`config.mk`:
```
export PLATFORM = sky130hd
export DESIGN_NAME = read_sram_puf
export DESIGN_NICKNAME = d
export VERILOG_FILES = /design/src/rtl/read_sram_puf_pkg.sv /design/src/rtl/read_sram_puf.sv
export SDC_FILE = /design/constraint.sdc
export NUM_CORES = 1
export LEC_CHECK = 0
export CAP_MARGIN = 20
export CORE_MARGIN = 1.5
export CORE_UTILIZATION = 40
export CTS_CLUSTER_SIZE = 10
export DETAILED_ROUTE_END_ITERATION = 8
export PLACE_DENSITY_LB_ADDON = 0.25
export SLEW_MARGIN = 5
export SYNTH_ARGS = -nofsm -noshare
export SYNTH_HDL_FRONTEND = slang
export SYNTH_SLANG_ARGS = --single-unit
```
`constraint.sdc`:
```
create_clock -name uprocessor_clk -period 1.7 [get_ports uprocessor_clk]
set_input_delay 0.255 -clock uprocessor_clk [delete_from_list [all_inputs] [get_ports uprocessor_clk]]
set_output_delay 0.255 -clock uprocessor_clk [all_outputs]
set_load 0.005 [all_outputs]
```
`src/rtl/read_sram_puf_pkg.sv`:
```
// rtl/read_sram_puf_pkg.sv - shared SRAM PUF geometry and read-back FSM encoding
package read_sram_puf_pkg;

    localparam int PUF_ADDR_W = 6;
    localparam int PUF_DATA_W = 8;
    localparam int PUF_DEPTH  = 64;

    typedef enum logic [2:0] {
        ST_IDLE    = 3'd0,
        ST_ISSUE   = 3'd1,
        ST_CAPTURE = 3'd2,
        ST_PRESENT = 3'd3,
        ST_CSUM    = 3'd4
    } rd_state_e;

endpackage

```
`src/rtl/read_sram_puf.sv`:
```
// rtl/read_sram_puf.sv - streams every SRAM PUF word to the microprocessor with optional XOR checksum
module read_sram_puf
    import read_sram_puf_pkg::*;
#(
    parameter int ADDR_W      = PUF_ADDR_W,
    parameter int DATA_W      = PUF_DATA_W,
    parameter int DEPTH       = PUF_DEPTH,
    parameter bit APPEND_CSUM = 1'b1
) (
    input  logic              uprocessor_clk,
    input  logic              rst,
    input  logic              start,
    input  logic              abort,
    output logic              busy,
    output logic [ADDR_W-1:0] ram_addr,
    output logic              ram_rden,
    input  logic [DATA_W-1:0] ram_q,
    output logic [DATA_W-1:0] dout,
    output logic              dout_valid,
    input  logic              dout_ready,
    output logic              dout_last,
    output logic              done
);

    // One extra bit lets DEPTH equal 2**ADDR_W without the counter aliasing.
    localparam int              CNT_W    = ADDR_W + 1;
    localparam logic [CNT_W-1:0] LAST_CNT = CNT_W'(DEPTH - 1);

    rd_state_e         state_q, state_d;
    logic [CNT_W-1:0]  cnt_q, cnt_d;
    logic [ADDR_W-1:0] addr_q, addr_d;
    logic              rden_q, rden_d;
    logic [DATA_W-1:0] dout_q, dout_d;
    logic              valid_q, valid_d;
    logic              last_q, last_d;
    logic              done_q, done_d;
    logic [DATA_W-1:0] csum_q, csum_d;

    logic hs;
    logic at_last;

    assign hs      = valid_q && dout_ready;
    assign at_last = (cnt_q == LAST_CNT);

    // State register.
    always_ff @(posedge uprocessor_clk or posedge rst) begin
        if (rst) begin
            state_q <= ST_IDLE;
        end else begin
            state_q <= state_d;
        end
    end

    // Next-state logic; abort overrides every transition outside IDLE.
    always_comb begin
        state_d = state_q;
        case (state_q)
            ST_IDLE:    if (start) state_d = ST_ISSUE;
            ST_ISSUE:   state_d = ST_CAPTURE;
            ST_CAPTURE: state_d = ST_PRESENT;
            ST_PRESENT: begin
                if (hs) begin
                    if (!at_last)         state_d = ST_ISSUE;
                    else if (APPEND_CSUM) state_d = ST_CSUM;
                    else                  state_d = ST_IDLE;
                end
            end
            ST_CSUM:    if (hs) state_d = ST_IDLE;
            default:    state_d = ST_IDLE;
        endcase
        if (abort && (state_q != ST_IDLE)) begin
            state_d = ST_IDLE;
        end
    end

    // Datapath next values: address issue, byte capture, checksum, handshake.
    always_comb begin
        cnt_d   = cnt_q;
        addr_d  = addr_q;
        rden_d  = rden_q;
        dout_d  = dout_q;
        valid_d = valid_q;
        last_d  = last_q;
        done_d  = 1'b0;
        csum_d  = csum_q;
        case (state_q)
            ST_IDLE: begin
                if (start) begin
                    cnt_d  = '0;
                    addr_d = '0;
                    rden_d = 1'b1;
                    csum_d = '0;
                end
            end
            ST_ISSUE: begin
                rden_d = 1'b0;
            end
            ST_CAPTURE: begin
                // Checksum folds here, so stall length cannot affect it.
                dout_d  = ram_q;
                csum_d  = csum_q ^ ram_q;
                valid_d = 1'b1;
                last_d  = at_last && !APPEND_CSUM;
            end
            ST_PRESENT: begin
                if (hs) begin
                    if (!at_last) begin
                        cnt_d   = cnt_q + 1'b1;
                        addr_d  = ADDR_W'(cnt_q + 1'b1);
                        rden_d  = 1'b1;
                        valid_d = 1'b0;
                    end else if (APPEND_CSUM) begin
                        dout_d = csum_q;
                        last_d = 1'b1;
                    end else begin
                        valid_d = 1'b0;
                        last_d  = 1'b0;
                        done_d  = 1'b1;
                    end
                end
            end
            ST_CSUM: begin
                if (hs) begin
                    valid_d = 1'b0;
                    last_d  = 1'b0;
                    done_d  = 1'b1;
                end
            end
            default: begin
                valid_d = 1'b0;
                last_d  = 1'b0;
                rden_d  = 1'b0;
            end
        endcase
        if (abort && (state_q != ST_IDLE)) begin
            valid_d = 1'b0;
            last_d  = 1'b0;
            rden_d  = 1'b0;
            done_d  = 1'b0;
        end
    end

    // Datapath registers.
    always_ff @(posedge uprocessor_clk or posedge rst) begin
        if (rst) begin
            cnt_q   <= '0;
            addr_q  <= '0;
            rden_q  <= 1'b0;
            dout_q  <= '0;
            valid_q <= 1'b0;
            last_q  <= 1'b0;
            done_q  <= 1'b0;
            csum_q  <= '0;
        end else begin
            cnt_q   <= cnt_d;
            addr_q  <= addr_d;
            rden_q  <= rden_d;
            dout_q  <= dout_d;
            valid_q <= valid_d;
            last_q  <= last_d;
            done_q  <= done_d;
            csum_q  <= csum_d;
        end
    end

    assign busy       = (state_q != ST_IDLE);
    assign ram_addr   = addr_q;
    assign ram_rden   = rden_q;
    assign dout       = dout_q;
    assign dout_valid = valid_q;
    assign dout_last  = last_q;
    assign done       = done_q;

endmodule

```
==> insert_results.sql, run 1 <==
INSERT INTO impl_metrics (metric_group, metric, value, unit) VALUES
('global_route', 'antenna_violations_before_repair', '0', ''),
('timing', 'rsz0062_at_grt', 'no', ''),
('global_route', 'pin_count_of_the_biggest_net_entering_global_routing', '31', ''),
('route', 'drt_iter0_markers', '110', ''),
('clock_tree', 'max_h_tree_level', '2', ''),
('timing', 'tightest_slew', '0.382', 'ns'),
('power_and_ir_drop', 'netSwitchingPower', '1.08', 'mW'),
('timing', 'holdWs', '0.352', 'ns'),
('setup_path', 'timing.critical_path.from', 'state_q[2]$_DFFE_PP0P_', ''),
('synth', 'synth-main-ff-cell', 'sky130_fd_sc_hd__dfrtp_1', ''),
('setup_path', 'timing.critical_path.fanout_max', '8', ''),
('timing', 'finalSetupTns', '0', 'ns'),
('synth', 'async_flop_share', '100', '%'),
('power_and_ir_drop', 'power.total', '3.13', 'mW'),
('power_and_ir_drop', 'netSwitchingFraction', '34.5', '%'),
('timing', 'postLayoutSetupSlackWorst', '0.0515', 'ns'),
('synth', 'synthTopCellsByArea', 'sky130_fd_sc_hd__dfrtp_1 45%, sky130_fd_sc_hd__buf_4 4.1%, sky130_fd_sc_hd__a21oi_1 3.3%', ''),
('clock_tree', 'max-clock-path-buffers', '2', ''),
('die', 'dieArea', '0.00454', 'mm^2'),
('power_and_ir_drop', 'cell_internal_pwr', '2.05', 'mW'),
('finish', 'design_area', '0.00230', 'mm^2'),
('power_and_ir_drop', 'clockPowerShare', '18.6', '%'),
('timing', 'share_of_the_clock_period_used_by_the_worst_path_after_layout', '97.0', '%'),
('global_route', 'grt_first_pass_wirelength', '6910', 'um'),
('die', 'core-area', '0.00400', 'mm^2'),
('setup_path', 'required', '1.87', 'ns'),
('synth', 'yosys.cell_types.count', '47', ''),
('global_route', 'globalRouteTotalUtil', '20.5', '%'),
('setup_path', 'critical_path.startpoint_type', 'flop', ''),
('status', 'run_status', 'finished, final reports clean', ''),
('setup_path', 'crit_family', 'simple AND/OR/NAND/NOR gates', ''),
('timing', 'post-route-min-period', '1.65', 'ns'),
('placement', 'place.port_buffers', '31', ''),
('min_path', 'timing.hold.worst.class', 'input port to asynchronous set/reset pin', ''),
('setup_path', 'path_class', 'flop to flop', ''),
('global_route', 'grt.overflow.total', '0', ''),
('placement', 'dp.final_hpwl', '3110', 'um'),
('clock_tree', 'clock_latency', '0.28', 'ns'),
('timing', 'finalMaxSlewViolations', '0', ''),
('route', 'routed_wire_length_per_instance', '15.3', 'um'),
('job', 'max_cap_violations', '0', ''),
('die', 'die_h', '67.4', 'um'),
('clock_tree', 'sinks_on_the_clock_net', '30', ''),
('setup_path', 'worst_path_largest_cell_delay', '0.56', 'ns'),
('timing', 'timing.slew.headroom', '74.5', '%'),
('setup_path', 'timing.critical_path.slowest_stage_cell', 'sky130_fd_sc_hd__or4b_4', ''),
('route', 'num_vias', '1569', ''),
('placement', 'postPlaceCellArea', '0.00216', 'mm^2'),
('route', 'number_of_remaining_drc_errors', '0', ''),
('power_and_ir_drop', 'combPwrFrac', '45.9', '%'),
('setup_path', 'cp.arrival', '1.81', 'ns'),
('die', 'die-width', '67.4', 'um'),
('setup_path', 'path_buf_inv', '1', ''),
('synth', 'netlist.area_leader.share', '45.3', '%'),
('synth', 'synth_seq_area_share', '45.3', '%'),
('power_and_ir_drop', 'vdd_drop_max', '727', 'uV'),
('clock_tree', 'clk_transition_reported_paths', '0.06', 'ns'),
('power_and_ir_drop', 'power_leakage', '1.02', 'nW'),
('setup_path', 'worstPathCellList', 'buf_4 -> or4b_4 -> nand2_2 -> o211ai_1 -> o21a_1', ''),
('timing', 'final_hold_vio_count', '0', ''),
('setup_path', 'rr_worst_depth', '5', ''),
('synth', 'syn_area_per_cell', '9.69', 'um^2'),
('synth', 'ys.warnings.count', '0', ''),
('timing', 'report.final.setup_viol', '0', ''),
('synth', 'yosys_register_bits', '30', ''),
('route', 'postRouteWirelength', '4250', 'um'),
('synth', 'yosys.area.top_type', 'sky130_fd_sc_hd__dfrtp_1', ''),
('synth', 'synth_enable_flop_cells', '0', ''),
('synth', 'postSynthCellCount', '171', ''),
('die', 'io_pins', '32', ''),
('synth', 'synth.cell_area', '0.00166', 'mm^2');
## path summary, 6_finish.rpt
check	end	slack (ns)
min in group uprocessor_clk	csum_q[7]$_DFFE_PP0P_	0.47
max	csum_q[6]$_DFFE_PP0P_	0.05
min reg2reg	csum_q[7]$_DFFE_PP0P_	0.47
max reg2reg	csum_q[6]$_DFFE_PP0P_	0.05
min	cnt_q[0]$_DFFE_PP0P_	0.35
max in group asynchronous	state_q[2]$_DFFE_PP0P_	1.05
## layer usage
layer  wire length, um  part of all wire (%)  global-route usage [%]  vias to the layer above
li1                  -                     -                       -                      750
met1              1940                    46                    25.1                      756
met2              1990                    47                    33.5                       56
met3               251                   5.9                    5.83                        7
met4                70                   1.6                    9.44                        0
met5                 0                     0                       0                        -
## cell type report
cell class	instances	area (um^2)
Inverter	8	30.0
Sequential cell	30	753
Clock inverter	1	5.00
Timing Repair Buffer	63	549
Clock buffer	7	86.3
Tap cell	50	62.6
Fill cell	347	1700
Multi-Input combinational cell	118	813
## logic make-up after synthesis
kind of cell / after synthesis / synth area share, %
AOI/OAI and AO/OA: 61 / 25.5
and+or+nand+nor: 51 / 18.2
DFF: 30 / 45.3
buffers and inverters: 23 / 7.32
muxes: 4 / 2.42
xor gates and xnor gates: 1 / 0.528
adders and majority gates: 1 / 0.755
## what timing repair did
| action | CTS | global route |
|---|---|---|
| hold buffers | 0 | 0 |
| setup buffers | 3 | 0 |
| endpoints found under the setup margin | 1 | 7 |
| resized for setup | 5 | 5 |
## cell usage after synthesis, types with 2 or more instances
cell and instances:
sky130_fd_sc_hd__o31ai_1 3, sky130_fd_sc_hd__dfrtp_1 30, sky130_fd_sc_hd__o21ai_0 8, sky130_fd_sc_hd__nor4_1 2, sky130_fd_sc_hd__nand3_1 5, sky130_fd_sc_hd__buf_4 9
sky130_fd_sc_hd__nand2_1 9, sky130_fd_sc_hd__clkbuf_1 5, sky130_fd_sc_hd__a22o_1 4, sky130_fd_sc_hd__mux2i_1 4, sky130_fd_sc_hd__nand2b_1 4, sky130_fd_sc_hd__and3_1 5
sky130_fd_sc_hd__o22ai_1 7, sky130_fd_sc_hd__o211ai_1 7, sky130_fd_sc_hd__a22oi_1 3, sky130_fd_sc_hd__inv_1 8, sky130_fd_sc_hd__a21oi_1 11, sky130_fd_sc_hd__o21a_1 5
sky130_fd_sc_hd__nor2_1 8, sky130_fd_sc_hd__or4_1 2, sky130_fd_sc_hd__a2bb2oi_1 2, sky130_fd_sc_hd__a221o_1 4, sky130_fd_sc_hd__nor2b_1 2
## flip-flops by register name (all words and copies together), names as in the netlist
signal	count
csum_q	8
dout	8
cnt_q	7
state_q	3
done	1
dout_last	1
dout_valid	1
ram_rden	1
## worst min-delay path, stage by stage
cell and delay (ns):
sky130_fd_sc_hd__clkdlybuf4s50_1 0.40, sky130_fd_sc_hd__inv_1 0.05, sky130_fd_sc_hd__buf_4 0.34
## through the flow
stage	util [%]	instances
floorplan	-	171
global placement	53.9	266
global route	57.5	277
CTS	57.0	277
finish	57.5	277
detailed placement	53.9	266
## layout by cell type (no fill, tap or decap), types with 2 or more instances in the layout
| cell type | synthesis | routed |
|---|---|---|
| sky130_fd_sc_hd__clkbuf_8 | 0 | 6 |
| sky130_fd_sc_hd__nand2_1 | 9 | 9 |
| sky130_fd_sc_hd__nor2_1 | 8 | 7 |
| sky130_fd_sc_hd__dfrtp_2 | 0 | 2 |
| sky130_fd_sc_hd__a2bb2oi_1 | 2 | 2 |
| sky130_fd_sc_hd__o31ai_1 | 3 | 3 |
| sky130_fd_sc_hd__clkdlybuf4s50_1 | 0 | 30 |
| sky130_fd_sc_hd__a22o_1 | 4 | 4 |
| sky130_fd_sc_hd__o21a_1 | 5 | 5 |
| sky130_fd_sc_hd__inv_1 | 8 | 8 |
| sky130_fd_sc_hd__nand2b_1 | 4 | 4 |
| sky130_fd_sc_hd__o22ai_1 | 7 | 7 |
| sky130_fd_sc_hd__dfrtp_1 | 30 | 28 |
| sky130_fd_sc_hd__buf_4 | 9 | 32 |
| sky130_fd_sc_hd__a22oi_1 | 3 | 3 |
| sky130_fd_sc_hd__nand3_1 | 5 | 5 |
| sky130_fd_sc_hd__a21oi_1 | 11 | 10 |
| sky130_fd_sc_hd__nor2b_1 | 2 | 2 |
| sky130_fd_sc_hd__and3_1 | 5 | 5 |
| sky130_fd_sc_hd__o211ai_1 | 7 | 7 |
| sky130_fd_sc_hd__a221o_1 | 4 | 4 |
| sky130_fd_sc_hd__o21ai_0 | 8 | 8 |
| sky130_fd_sc_hd__mux2i_1 | 4 | 4 |
| sky130_fd_sc_hd__nor4_1 | 2 | 2 |
## power by group through the flow
stage                     Combinational (mW)  Clock (mW)  Sequential [mW]
after floorplan                        0.792           0             1.10
after global placement                  1.31           0             1.13
after detailed placement                1.36           0             1.14
after CTS                               1.43       0.597             1.11
after global routing                    1.56       0.621             1.14
final                                   1.44       0.584             1.11
Power figures use the tool's default switching activity.
==> inputs of run 2 (changes only) <==
Settings changed: CORE_ASPECT_RATIO set to 1.2.
==> run 2 against run 1 <==
  * Power fell by 0.24%
  * Via count fell by 0.45%
  * Register-to-register slack barely moved
  * Setup slack got worse by 0.00088 ns
  * Die area barely moved
  * Critical endpoint is now dout[2]$_DFFE_PP0P_
==> insert_results.sql, run 2 (synthesis results as in run 1) <==
INSERT INTO impl_metrics (metric_group, metric, value, unit) VALUES
('status', 'run_status', 'finished, final reports clean', ''),
('setup_path', 'cp.arrival', '1.81', 'ns'),
('global_route', 'grt_first_pass_wirelength', '7330', 'um'),
('finish', 'finish.utilization', '58.0', '%'),
('setup_path', 'timing.critical_path.from', 'state_q[2]$_DFFE_PP0P_', ''),
('setup_path', 'worst_setup_path_end_kind', 'flop', ''),
('placement', 'postPlaceCellArea', '0.00212', 'mm^2'),
('clock_tree', 'ctsHoldBuffers', '0', ''),
('placement', 'dp.final_hpwl', '3170', 'um'),
('job', 'max_cap_violations', '0', ''),
('clock_tree', 'max-clock-path-buffers', '2', ''),
('global_route', 'pin_count_of_the_biggest_net_entering_global_routing', '31', ''),
('finish', 'syn_to_final_growth', '39.1', '%'),
('timing', 'tightest_slew', '0.399', 'ns'),
('clock_tree', 'clock_tree.root_cell', 'sky130_fd_sc_hd__clkbuf_8', ''),
('die', 'number_of_rows_created_at_floorplan', '25', ''),
('power_and_ir_drop', 'netSwitchingFraction', '34.7', '%'),
('finish', 'seq_area', '754', 'um^2'),
('timing', 'finalMaxSlewViolations', '0', ''),
('setup_path', 'rr_startpoint', 'state_q[2]$_DFFE_PP0P_', ''),
('finish', 'final_cell_mix', '32 x sky130_fd_sc_hd__buf_4, 30 x sky130_fd_sc_hd__clkdlybuf4s50_1, 27 x sky130_fd_sc_hd__dfrtp_1', ''),
('timing', 'share_of_the_clock_period_used_by_the_worst_path_after_layout', '97.0', '%'),
('power_and_ir_drop', 'power_frac_seq', '35.9', '%'),
('timing', 'post-route-min-period', '1.65', 'ns'),
('power_and_ir_drop', 'clockPowerShare', '18.7', '%'),
('die', 'die_h', '73.5', 'um'),
('finish', 'num-fill-cells', '361', ''),
('min_path', 'timing.hold.worst.class', 'input port to asynchronous set/reset pin', ''),
('finish', 'drive_above_1_share', '24.2', '%'),
('die', 'core-area', '0.00397', 'mm^2'),
('die', 'die-width', '61.8', 'um'),
('placement', 'placement.setup.worst_slack', '-0.191', 'ns'),
('setup_path', 'timing.critical_path.slowest_stage_cell', 'sky130_fd_sc_hd__or4_4', ''),
('setup_path', 'rr_worst_depth', '5', ''),
('route', 'num_vias', '1562', ''),
('timing', 'holdWs', '0.358', 'ns'),
('route', 'antenna_left', '0', ''),
('route', 'drt_iter0_markers', '65', ''),
('finish', 'insertedDiodeCount', '0', ''),
('power_and_ir_drop', 'power_leakage', '1.01', 'nW'),
('setup_path', 'reg2reg_setup_slack', '0.05', 'ns'),
('setup_path', 'crit-reg2reg-capture', 'dout[2]$_DFFE_PP0P_', ''),
('clock_tree', 'cts_tree', 'yes', ''),
('global_route', 'antenna_violations_before_repair', '0', ''),
('route', 'avgViaCountPerCell', '5.56', ''),
('finish', 'design_area', '0.00231', 'mm^2'),
('clock_tree', 'clock_latency', '0.28', 'ns'),
('global_route', 'globalRouteTotalUtil', '21.8', '%'),
('route', 'routed_wire_length_per_instance', '15.5', 'um'),
('timing', 'report.final.setup_viol', '0', ''),
('route', 'postRouteWirelength', '4360', 'um'),
('finish', 'layout.nets', '240', ''),
('timing', 'maxClockFrequency', '0.606', 'GHz'),
('global_route', 'grt_pass1_vias', '1616', ''),
('die', 'dieArea', '0.00454', 'mm^2'),
('clock_tree', 'cts-buffers-inserted', '5', ''),
('clock_tree', 'sinks_on_the_clock_net', '30', ''),
('power_and_ir_drop', 'netSwitchingPower', '1.08', 'mW'),
('setup_path', 'worst_path_largest_cell_delay', '0.56', 'ns'),
('setup_path', 'worstPathCellList', 'buf_4 -> nand2b_1 -> or4_4 -> o22ai_1 -> a21oi_1', ''),
('route', 'number_of_remaining_drc_errors', '0', ''),
('placement', 'place.port_buffers', '31', ''),
('timing', 'postLayoutSetupSlackWorst', '0.0506', 'ns'),
('setup_path', 'path_class', 'flop to flop', ''),
('global_route', 'grt.overflow.total', '0', ''),
('timing', 'timing.slew.headroom', '73.4', '%'),
('clock_tree', 'max_h_tree_level', '2', ''),
('power_and_ir_drop', 'vdd_drop_max', '775', 'uV'),
('timing', 'finClkSkew', '0.00267', 'ns'),
('clock_tree', 'clk_transition_reported_paths', '0.06', 'ns'),
('die', 'io_pins', '32', ''),
('placement', 'gpl.final_weighted_congestion', '0.899', ''),
('power_and_ir_drop', 'combPwrFrac', '45.4', '%'),
('power_and_ir_drop', 'power_per_cell_area', '1360', 'mW/mm^2'),
('finish', 'multi_input_area', '813', 'um^2'),
('power_and_ir_drop', 'power.total', '3.12', 'mW'),
('die', 'initial_utilization', '41.7', '%'),
('setup_path', 'timing.critical_path.fanout_max', '7', ''),
('finish', 'layout.cells.most_common', 'sky130_fd_sc_hd__buf_4', ''),
('setup_path', 'required', '1.86', 'ns'),
('timing', 'final_hold_vio_count', '0', ''),
('power_and_ir_drop', 'cell_internal_pwr', '2.04', 'mW'),
('route', 'drtPass1Iterations', '5', ''),
('setup_path', 'critical_path.startpoint_type', 'flop', '');
[run 2: cell counts in the layout (fill, tap and decap cells not counted)]
No cell type changed its count.
[run 2: power groups by stage]
| stage | Clock, mW | Sequential (mW) | Combinational [mW] |
|---|---|---|---|
| after global placement | 0 | 1.14 | 1.26 |
| after floorplan | 0 | 1.10 | 0.792 |
| after detailed placement | 0 | 1.15 | 1.32 |
| after CTS | 0.601 | 1.11 | 1.40 |
| final | 0.585 | 1.12 | 1.42 |
| after global routing | 0.637 | 1.15 | 1.56 |
[run 2: cell type report]
class,count,area share (%)
flip-flops and latches,30,32.7
well taps,54,2.93
clock inverters,1,0.217
inverters,8,1.30
clock buffers,7,3.74
repair buffers,63,23.8
multi-input cells,118,35.3
[run 2: stage by stage]
step                TNS [ns]  cells
floorplan                  0    171
global placement       -1.46    264
detailed placement     -2.28    264
CTS                        0    277
global route        -0.00451    281
finish                     0    281
[run 2: critical path: cells and delay by family (launching register included)]
kind                   cells  cell delay [ns]
DFF                        1             0.41
AOI/OAI and AO/OA          2             0.24
buffers and inverters      1             0.16
and+or+nand+nor            2             0.72
[run 2: worst max-delay path by stage]
stage	endpoint	slack [ns]
after floorplan	dout[3]$_DFFE_PP0P_	0.09
after global placement	dout[2]$_DFFE_PP0P_	-0.14
after detailed placement	dout[2]$_DFFE_PP0P_	-0.19
after CTS	cnt_q[3]$_DFFE_PP0P_	0.01
after global routing	dout[2]$_DFFE_PP0P_	-0.005
final	dout[2]$_DFFE_PP0P_	0.05
[run 2: what timing repair did]
action,CTS,global route
setup endpoints to repair,4,10
setup buffers,5,4
gates resized for setup,7,4
hold endpoints to repair,0,0
pin swaps,0,1
[run 2: layer usage]
layer / GRT usage [%] / routed length [um] / part of all wire (%)
met5: 0 / 0 / 0
met4: 7.57 / 63 / 1.4
met3: 6.51 / 181 / 4.2
met2: 35.0 / 2210 / 51
met1: 27.4 / 1910 / 44
